$ cat config.mk
export PLATFORM = sky130hd
export DESIGN_NAME = cache_rd_arbiter
export DESIGN_NICKNAME = d
export VERILOG_FILES = /design/src/rtl/cache_rd_arbiter.sv
export SDC_FILE = /design/constraint.sdc
export NUM_CORES = 1
export LEC_CHECK = 0
export CAP_MARGIN = 20
export CORE_AREA = 4 4 264 266
export CTS_CLUSTER_DIAMETER = 30
export DETAILED_ROUTE_END_ITERATION = 10
export DIE_AREA = 0 0 268 270
export SLEW_MARGIN = 15
export SYNTH_ARGS = -nofsm -noshare
export SYNTH_HDL_FRONTEND = slang
export SYNTH_SLANG_ARGS = --single-unit
$ cat constraint.sdc
create_clock -name clk -period 11 [get_ports clk]
set_input_delay 2.2 -clock clk [delete_from_list [all_inputs] [get_ports clk]]
set_output_delay 2.2 -clock clk [all_outputs]
set_load 0.05 [all_outputs]
$ cat src/rtl/cache_rd_arbiter.sv
// rtl/cache_rd_arbiter.sv - round-robin icache/dcache arbiter onto one AXI read channel
//
// Purpose:
//   Grants one of two cache read ports at a time, issues a single AXI AR
//   burst, collects the R beats into a 256-bit line buffer and hands that
//   buffer back to the granted cache with a one-cycle ret_valid pulse.
//
// Ports:
//   clk, reset                       clock, asynchronous active-high reset
//   i_rd_req/type/addr, i_rd_rdy     icache request port
//   i_ret_valid, i_ret_data          icache return port
//   d_rd_req/type/addr, d_rd_rdy     dcache request port
//   d_ret_valid, d_ret_data          dcache return port
//   ar*                              AXI read address channel (master side)
//   r*                               AXI read data channel (master side)

module cache_rd_arbiter #(
  parameter logic [3:0] ID_I = 4'd0,
  parameter logic [3:0] ID_D = 4'd1
) (
  input  logic         clk,
  input  logic         reset,
  input  logic         i_rd_req,
  input  logic         i_rd_type,
  input  logic [31:0]  i_rd_addr,
  output logic         i_rd_rdy,
  output logic         i_ret_valid,
  output logic [255:0] i_ret_data,
  input  logic         d_rd_req,
  input  logic         d_rd_type,
  input  logic [31:0]  d_rd_addr,
  output logic         d_rd_rdy,
  output logic         d_ret_valid,
  output logic [255:0] d_ret_data,
  output logic [3:0]   arid,
  output logic [31:0]  araddr,
  output logic [7:0]   arlen,
  output logic [2:0]   arsize,
  output logic [1:0]   arburst,
  output logic         arvalid,
  input  logic         arready,
  input  logic [3:0]   rid,
  input  logic [31:0]  rdata,
  input  logic [1:0]   rresp,
  input  logic         rlast,
  input  logic         rvalid,
  output logic         rready
);

  typedef enum logic [1:0] {ST_IDLE, ST_AR, ST_R, ST_RET} state_t;

  state_t         state_q, state_d;
  logic           last_grant_q, last_grant_d;  // 0 = icache, 1 = dcache
  logic           grant_q, grant_d;            // 0 = icache, 1 = dcache
  logic           type_q, type_d;
  logic [31:0]    addr_q, addr_d;
  logic [255:0]   line_q, line_d;
  logic [2:0]     cnt_q, cnt_d;

  logic           sel_d;
  logic           i_rdy, d_rdy;
  logic           accept;
  logic           unused_r_fields;

  // Responses are never checked: only one burst is ever outstanding, so
  // the ID carries no information, and errors are not reported upstream.
  assign unused_r_fields = ^{rid, rresp};

  // dcache wins when it is alone, or on a tie when icache had the last grant.
  assign sel_d  = d_rd_req && (!i_rd_req || !last_grant_q);
  assign i_rdy  = (state_q == ST_IDLE) && i_rd_req && !sel_d;
  assign d_rdy  = (state_q == ST_IDLE) && sel_d;
  assign accept = i_rdy || d_rdy;

  assign i_rd_rdy    = i_rdy;
  assign d_rd_rdy    = d_rdy;

  assign arvalid     = (state_q == ST_AR);
  assign arid        = grant_q ? ID_D : ID_I;
  assign araddr      = addr_q;
  assign arlen       = type_q ? 8'd7 : 8'd0;
  assign arsize      = 3'b010;
  assign arburst     = 2'b01;
  assign rready      = (state_q == ST_R);

  assign i_ret_valid = (state_q == ST_RET) && !grant_q;
  assign d_ret_valid = (state_q == ST_RET) && grant_q;
  assign i_ret_data  = line_q;
  assign d_ret_data  = line_q;

  always_comb begin
    state_d      = state_q;
    last_grant_d = last_grant_q;
    grant_d      = grant_q;
    type_d       = type_q;
    addr_d       = addr_q;
    line_d       = line_q;
    cnt_d        = cnt_q;
    case (state_q)
      ST_IDLE: begin
        if (accept) begin
          grant_d      = sel_d;
          last_grant_d = sel_d;
          type_d       = sel_d ? d_rd_type : i_rd_type;
          addr_d       = sel_d ? d_rd_addr : i_rd_addr;
          line_d       = '0;
          cnt_d        = '0;
          state_d      = ST_AR;
        end
      end
      ST_AR: begin
        if (arready) begin
          state_d = ST_R;
        end
      end
      ST_R: begin
        if (rvalid) begin
          // cnt wraps mod 8, so an over-long burst overwrites from word 0.
          line_d[{cnt_q, 5'd0} +: 32] = rdata;
          cnt_d = cnt_q + 3'd1;
          if (rlast) begin
            state_d = ST_RET;
          end
        end
      end
      ST_RET: begin
        state_d = ST_IDLE;
      end
      default: begin
        state_d = ST_IDLE;
      end
    endcase
  end

  always_ff @(posedge clk or posedge reset) begin
    if (reset) begin
      state_q      <= ST_IDLE;
      last_grant_q <= 1'b0;
      grant_q      <= 1'b0;
      type_q       <= 1'b0;
      addr_q       <= '0;
      line_q       <= '0;
      cnt_q        <= '0;
    end else begin
      state_q      <= state_d;
      last_grant_q <= last_grant_d;
      grant_q      <= grant_d;
      type_q       <= type_d;
      addr_q       <= addr_d;
      line_q       <= line_d;
      cnt_q        <= cnt_d;
    end
  end

endmodule

# --- Word level (Yosys, flattened, before mapping) ---
# Cells that the tools add are included.
classes:
  n_eq_ne: 7
  div: 0
  bitwise_logic: 0
  n_reduce_logical: 16
  shifts: 2
  n_mul: 0
  order_cmp: 0
  addsub: 2
  n_mux: 16
ops:
  columns: ["cell", "n"]
  rows:
  - ["2-to-1 mux 256 bit", 2]
  - ["one-hot mux 256 bit (2 select lines)", 1]
  - ["bitwise mux 256 bit", 1]
  - ["variable shift 32 x 10 -> 256 bit, first input constant", 1]
  - ["variable part select 32 x 10 -> 256 bit", 1]
  - ["2-to-1 mux 32 bit", 1]
  - ["negation 8 -> 10 bit", 1]
  - ["2-to-1 mux 3 bit", 3]
  - ["2-to-1 mux 2 bit", 4]
  - ["one-hot mux 2 bit (4 select lines)", 1]
  - ["logical AND 1 bit", 6]
  - ["!= test 2 bit, second input constant", 3]
  - ["one-hot mux 3 bit (2 select lines)", 1]
  - ["equality test 2 bit, second input constant", 2]
  - ["AND reduction 4 bit", 1]
  - ["adder 3 x 1 -> 3 bit, second input constant", 1]
  - ["logical NOT 1 bit", 3]
  - ["AND reduction 3 bit", 1]
  - ["equality test 2 x 1 -> 1 bit, second input constant", 1]
  - ["logical NOT 2 bit", 1]
  - ["logical OR 1 bit", 2]
  - ["2-to-1 mux 1 bit", 2]
  - ["!= test 2 x 1 -> 1 bit, second input constant", 1]
  - ["AND reduction 2 bit", 1]
  - ["nonzero test 2 bit", 1]
totals:
  word_cells: 49
  latchBits: 0
  reg_bits: 295
  output_inout_bits: 567
  mem_bits_ro: 0
  mem_count: 0
  inputBits: 111
  ramBits: 0

# --- Logic depth before layout (Yosys ltp) ---
# Gate-level depths: netlist of run 1.
depth:
  depth_word: 8
  mapped_depth: 10
  ltp_nobuf: 7

# --- Least setup slack after synthesis of run 1 ---
# No wires, ideal clock.
synth_path:
  kind: "input -> output"
  startpoint: "input d_rd_req"
  endpoint: "output i_rd_rdy"
  t_arrival_ns: 3.359
  setup_slack_ns: 5.441
  path_buffers: 2
  t_required_ns: 8.800
  cell_stages: 4
  cell_sequence: "a21boi_0 > buf_2 > buf_2 > nor2_1"
synth_via:
  elab_chain_cells: 3
synth_rtl:
  columns: ["element", "line", "text"]
  rows:
  - ["start: declaration", "29", "input logic d_rd_req,"]
  - ["logical AND 1 bit", "70", "assign sel_d = d_rd_req && (!i_rd_req || !last_grant_q);"]
  - ["logical NOT 1 bit", "71", "assign i_rdy = (state_q == ST_IDLE) && i_rd_req && !sel_d;"]
  - ["logical AND 1 bit", "71", null]
  - ["end: declaration", "26", "output logic i_rd_rdy,"]
# Every way passes these cells.

# --- Worst setup path in the final report of run 1 ---
layout_path:
  startpoint: "input d_rd_req"
  endpoint: "output d_rd_rdy"
layout_via:
  elab_chain_cells: 2
layout_rtl:
  columns: ["element", "line", "text"]
  rows:
  - ["logical AND 1 bit", "70", null]
  - ["logical AND 1 bit", "72", "assign d_rdy = (state_q == ST_IDLE) && sel_d;"]
  - ["end: declaration", "32", "output logic d_rd_rdy,"]
# Every way passes these cells.

==> summary.md, run 1 <==
| Metric | Value |
|---|---|
| Skew final | `21.41 ps` |
| Grt total ovfl | `0` |
| Worst-skew pair later-pin latency | `approximately 570 ps` |
| Post-Synth XOR/XNOR Area | `0%` |
| Reg2reg start | `cnt_q[0]` |
| First-pass GRT wire length | `between 70 and 80 mm` |
| Final net count | `roughly 1600` |
| Die span in x | `~270 um` |
| Post-synthesis sequential area ratio | `between 50% and 60%` |
| CTS Root Cell | `clkbuf_16` |
| DP Wirelength | `approximately 39 mm` |
| Final slew viol count | `0` |
| Initial antenna violation count | `3` |
| P_sw | `0.002159 W` |
| Cts repair resizes | `0` |
| Min-delay src | `araddr[30]` |
| Clk sink count | `295` |
| Largest net degree at the start of global routing | `85` |
| Tot GR Track Use | `between 10% and 20%` |
| Pwr Density | `roughly 250 mW/mm^2` |
| EDFF count, synth | `0` |
| Yosys cell types | `42` |
| Pleak | `~9.0 nW` |
| Final Routed Wirelength | `approximately 53 mm` |
| CP max-delay cell | `clkdlybuf4s50_1` |
| Largest family of logic cells by synthesized area | `compound AO/OA/AOI/OAI gates` |
| Synth Area in Compound Gates | `a little under a fifth` |
| Clock transition at the registers of the reported paths | `30 ps` |
| Placer Congestion | `roughly 0.77` |
| Remaining DRCs | `0` |
| RSZ-0062 raised after global routing | `false` |
| Detail Route Antenna Nets | `0` |
| Postcts setup bufs | `0` |
| Area fraction of the dominant cell type after synthesis | `between 50 and 60%` |
| Ys flop type | `dfrtp_1` |
| Maximum VDD drop | `144.3 uV` |
| Final setup fails | `0` |
| CTS Buf Count | `just under 70` |
| Hold Vio Cnt, Final | `0` |
| Routed vias/inst | `around 4.3` |
| Worst Path Max Fanout | `35` |
| Mapped Cells | `1108` |
| Internal power | `around 0.0031 W` |
| H-tree Lvls | `3` |
| Status | `completed` |
| Max-slew headroom | `31.07%` |
| Finished Layout Cells | `about 2400` |
| Synth Cell Area | `about 0.013 mm^2` |
| Simple-gate share of the synthesized area | `3.493%` |
| Crit path launch | `d_rd_req` |
| Top post-synthesis cells by area | `dfrtp_1, a22o_1, buf_4, mux2i_1, o21ai_0` |
| Iteration-0 DRC Markers | `662` |
| Final period utilization | `61.29%` |
| Syn Area/Cell | `~12 um^2` |
| CP Capture Type | `output port` |
| Die Y | `approximately 270 um` |
| Adder and majority gate portion of the synthesized area | `~1.0%` |
| Clk network pwr share | `38.1%` |
| Critical path arrival | `4540 ps` |
| Final core utilization | `roughly a third` |
| I/O Pins | `678` |
| Share of cells above drive strength 1 | `under 10%` |
| FFs w/ async S/R, synth | `between 90% and 100%` |
| DRT Pass-1 Iters | `5` |
| Yosys top cell by area | `dfrtp_1` |
| Core area | `approximately 0.067 mm^2` |
| Max Cap Viol | `0` |
| Final worst path period need | `6742 ps` |
| WL/cell | `around 22 um` |
| Max Root-Sink Buffers | `3` |
| Synth-to-Final Area Change | `59.08%` |
| CP peak stage delay | `800 ps` |
| Die area | `about 0.072 mm^2` |
| Gate power share | `a little under two fifths` |
| Seq pwr share | `roughly 25%` |
| Setup TNS | `0 ps` |
| Seq cells post-synth | `approximately 300` |
| Total number of vias | `10330` |
| TritonCTS clock tree | `yes` |
| Startpoint types | `primary input` |
| Vias in the first global route | `11130` |
| Hold WC Path Type | `reg2reg` |
| Hold Buf Count CTS | `0` |
| Placed Cells | `2300` |
| Mux contribution to synthesized area | `under 10%` |
| Filler instances | `6654` |
| CP most frequent cell | `clkdlybuf4s50_1` |
| Port bufs | `658` |
| Most frequent cell after synthesis | `dfrtp_1` |
| Fmax | `approximately 150 MHz` |
| Setup Crit Path Kind | `in2out` |
| Worst Tran Pin Value | `roughly 1000 ps` |
| Worst path cell trace | `clkdlybuf4s50_1 -> a21boi_4 -> buf_4 -> and2_1 -> clkdlybuf4s50_1` |
| Switching share of power | `40.79%` |
| Initial Util | `between 10% and 20%` |
| Critical Path RT | `slightly below 9000 ps` |
| Row cnt | `between 90 and 100` |
| YS warnings | `0` |
| Commonest cells in the netlist | `dfrtp_1, buf_4, a22o_1` |
==> per-stage QoR <==
step / cell area [um^2] / total power [W] / hold WS (ps) / setup slack, ps
floorplan: 13370 / 0.002631 / 496.0 / 652.5
global placement: 18850 / 0.003299 / 467.0 / 4273
detailed placement: 18870 / 0.003325 / 469.4 / 4240
CTS: 21180 / 0.005377 / 477.1 / 4234
global route: 21200 / 0.005522 / 499.6 / 4143
finish: 21200 / 0.005292 / 472.0 / 4258
==> flip-flops by register name, indices dropped and copies added (netlist names) <==
name / cells
d_ret_data: 256
araddr: 32
cnt_q: 3
state_q: 2
grant_q: 1
type_q: 1
==> area by class of cell <==
| type | instances | area (um^2) | area share [%] |
|---|---|---|---|
| inverters | 8 | 37.54 | 0.1771 |
| multi-input cells | 447 | 3617 | 17.06 |
| repair buffers | 678 | 6753 | 31.86 |
| flip-flops and latches | 295 | 7382 | 34.82 |
| clock buffers | 86 | 1902 | 8.972 |
| clock inverters | 33 | 411.6 | 1.942 |
| diodes | 1 | 2.502 | 0.01180 |
| well taps | 873 | 1092 | 5.153 |
==> worst paths after layout <==
| kind | depth (start not counted) | to | slack [ps] |
|---|---|---|---|
| min in group asynchronous | 2 | d_ret_data[147] | 2140 |
| max in group asynchronous | 3 | d_ret_data[225] | 7390 |
| worst min-delay path | 2 | araddr[30] | 470 |
| worst max-delay path | 5 | d_rd_rdy | 4260 |
| worst min register to register | 2 | araddr[30] | 470 |
| worst max register to register | 7 | d_ret_data[135] | 7430 |
==> cells by family after synthesis <==
group,after synthesis
muxes,34
and+or+nand+nor,83
buffers and inverters,377
AOI/OAI and AO/OA,306
other,2
DFF,295
adders and majority gates,11
==> power by group through the flow <==
stage,logic [W],registers (W),clock network (W)
2_1_floorplan,0.000900,0.00173,0
3_3_place_gp,0.00196,0.00134,0
3_5_place_dp,0.00198,0.00135,0
4_1_cts,0.00198,0.00133,0.00206
5_1_grt,0.00205,0.00135,0.00212
6_report,0.00195,0.00133,0.00201
==> cell usage in the layout, fill, tap and decap left out, drive strengths merged, types with 3 or more instances in the layout <==
cell type	Yosys	final
clkdlybuf4s50	0	658
dfrtp	295	295
a22o	253	253
clkbuf	32	86
nand2	50	50
o21ai	41	41
mux2i	34	34
buf	337	20
clkinv	0	14
conb	2	13
ha	11	11
inv	8	11
clkinvlp	0	9
bufinv	0	7
nand4	5	5
nand2b	4	4
nor4	4	4
nor2	4	4
nor3	3	3
nor4b	3	3
==> layer usage <==
metal  GRT usage (%)  routed length (um)
met5               0                   0
met4           4.232                1240
met3           3.097                2986
met2           25.56               27690
met1           17.02               21560
==> critical path: cells and delay by family <==
kind	cells	cell delay, ps
AOI/OAI and AO/OA	1	210
and+or+nand+nor	1	210
buffers and inverters	3	1910
(Power assumes the default switching activity.)
==> run 2: changes to the inputs <==
Clock period 11 ns to 6.72 ns, I/O delays scaled along.
==> run 2 against run 1 <==
  * Total power is 69% higher
  * Global-route usage is 0.35 points higher
  * Setup slack worse by 2500 ps
  * Via count is 0.11% higher
  * Register-to-register slack worse by 4400 ps
  * Design area is 1.0% higher
  * Die area stayed put
  * First-iteration DRC count is 24% higher
  * Critical path type unchanged
  * Largest cell class unchanged
==> summary.md, run 2 (synthesis gave the netlist of run 1 again) <==
| Metric | Value |
|---|---|
| Status | `completed` |
| Max-slew headroom | `28.85% (-2.2 points)` |
| Max Root-Sink Buffers | `3 (unchanged)` |
| Most frequent cells in the layout | `clkdlybuf4s50_1, dfrtp_1, a22o_1, clkbuf_16, nand2_1` |
| Initial antenna violation count | `1 (-2)` |
| Pwr Density | `417.3 mW/mm^2 (+67%)` |
| Min-delay src | `araddr[24]` |
| Final hold slack | `469.8 ps (-2.229 ps)` |
| DRT Pass-1 Iters | `5 (unchanged)` |
| Clk sink count | `295 (unchanged)` |
| Core area | `0.06704 mm^2 (unchanged)` |
| Share of cells above drive strength 1 | `10.04% (+0.28 points)` |
| Largest net degree at the start of global routing | `155 (+82%)` |
| Hold Vio Cnt, Final | `0 (unchanged)` |
| Final slew viol count | `0 (unchanged)` |
| Final net count | `1622 (+0.12%)` |
| Worst-skew pair later-pin latency | `600 ps (+30 ps)` |
| Final period utilization | `roughly 74%` |
| Total number of vias | `10340 (+0.11%)` |
| Critical path arrival | `3660 ps (-880 ps)` |
| Synth-to-Final Area Change | `60.70%` |
| Die area | `0.07236 mm^2 (unchanged)` |
| Hold Crit Depth | `2 (unchanged)` |
| Max Cap Viol | `0 (unchanged)` |
| Worst Path Max Fanout | `28 (-20%)` |
| Tot GR Track Use | `14.60% (+0.35 points)` |
| Pleak | `9.123 nW (+1.2%)` |
| WL/cell | `22.38 um (+1.3%)` |
| R2R Path End | `d_ret_data[133]` |
| Setup TNS | `0 ps (unchanged)` |
| CTS Root Cell | `clkbuf_16` |
| Maximum VDD drop | `223.3 uV (+55%)` |
| DP Wirelength | `40.13 mm (+1.8%)` |
| Final worst path period need | `between 5000 and 6000 ps` |
| I/O Pins | `678 (unchanged)` |
| Grt total ovfl | `0 (unchanged)` |
| Commonest non-fill, non-tap cell in the layout | `clkdlybuf4s50_1` |
| First-pass GRT wire length | `78.87 mm (+2.1%)` |
| Startpoint types | `primary input` |
| Worst Tran Pin Value | `1059 ps (+33.07 ps)` |
| Initial Util | `19.88% (unchanged)` |
| Vias in the first global route | `11180 (+0.40%)` |
| Reg2Reg Depth | `7 (unchanged)` |
| CP Capture Type | `output port` |
| Final Routed Wirelength | `54.33 mm (+1.6%)` |
| Hold Buf Count CTS | `0 (unchanged)` |
| Critical Path RT | `5380 ps (-3420 ps)` |
| Cts repair resizes | `0 (unchanged)` |
| Row cnt | `95 (unchanged)` |
| Setup Crit Path Kind | `in2out` |
| Die span in x | `268 um (unchanged)` |
| Reg2reg start | `cnt_q[0]` |
| Iteration-0 DRC Markers | `818 (+24%)` |
| Die Y | `270 um (unchanged)` |
| Postcts setup bufs | `0 (unchanged)` |
| Final setup fails | `0 (unchanged)` |
| Clock transition at the registers of the reported paths | `40 ps (about the same)` |
| RSZ-0062 raised after global routing | `false` |
| R2r setup slk | `3070 ps (-4360 ps)` |
| Max reg flops | `256 (unchanged)` |
| Final instance area | `0.02141 mm^2 (+1.0%)` |
| Routed vias/inst | `4.258 (-0.18%)` |
| Skew final | `30.20 ps (+8.794 ps)` |
| Remaining DRCs | `0 (unchanged)` |
| CTS Buf Count | `71 (+4.4%)` |
| Cell Area, Placed | `0.01888 mm^2 (about the same)` |
| H-tree Lvls | `3 (unchanged)` |
| Port bufs | `658 (unchanged)` |
| Detail Route Antenna Nets | `0 (unchanged)` |
| Hold EP | `araddr[24]` |
| Hold WC Path Type | `reg2reg` |
| TritonCTS clock tree | `yes` |
| Fmax | `between 150 and 200 MHz` |
| Placer Congestion | `0.7659 (-0.97%)` |
[run 2: changes by cell type in the layout (fill, tap and decap cells not counted), sizes merged]
cell / previous run / this run
clkbuf: 86 / 95
inv: 11 / 10
bufinv: 7 / 9
buf: 20 / 19
clkinvlp: 9 / 5
clkinv: 14 / 16
[run 2: where the power goes]
part	total [W]	switching [W]	internal, W
Combinational	0.00318	0.00232	0.000865
Sequential	0.00219	0.000190	0.00200
Clock	0.00357	0.00111	0.00246
[run 2: layer usage]
layer	GRT usage, %	share of wire (%)	vias up
met2	25.59	51	513
met3	3.106	5.6	95
met4	5.089	2.8	0
li1	-	-	4472
met1	17.68	41	5259
met5	0	0	-
[run 2: final cells by class]
| cell class | count | area [um^2] |
|---|---|---|
| fill | 6661 | 45630 |
| sequential | 295 | 7382 |
| timing repair buffer | 677 | 6754 |
| multi-input combinational | 447 | 3617 |
| clock buffer | 95 | 2017 |
| tap | 873 | 1092 |
| clock inverter | 32 | 515.5 |
| inverter | 8 | 33.78 |
| antenna | 1 | 2.502 |
[run 2: worst max path at each step]
stage | to | start
6_report | i_rd_rdy | d_rd_req
5_1_grt | i_rd_rdy | d_rd_req
4_1_cts | i_rd_rdy | d_rd_req
3_5_place_dp | i_rd_rdy | d_rd_req
3_3_place_gp | i_rd_rdy | d_rd_req
2_1_floorplan | araddr[0] | reset
[run 2: worst max-delay path: stages]
cell             delay, ps
clkdlybuf4s50_1        610
a21boi_4               400
buf_4                  480
nor2_1                 100
clkdlybuf4s50_1        710
[run 2: through the flow]
stage          utilization [%]  worst slack, ps  total power, W  cells
2_1_floorplan                -             1459        0.004307   1119
3_3_place_gp             28.16             1734        0.005401   2300
3_5_place_dp             28.16             1703        0.005442   2300
4_1_cts                  31.94             1688        0.009080   2427
5_1_grt                  31.94             1593        0.009321   2427
6_report                 31.94             1718        0.008935   2428
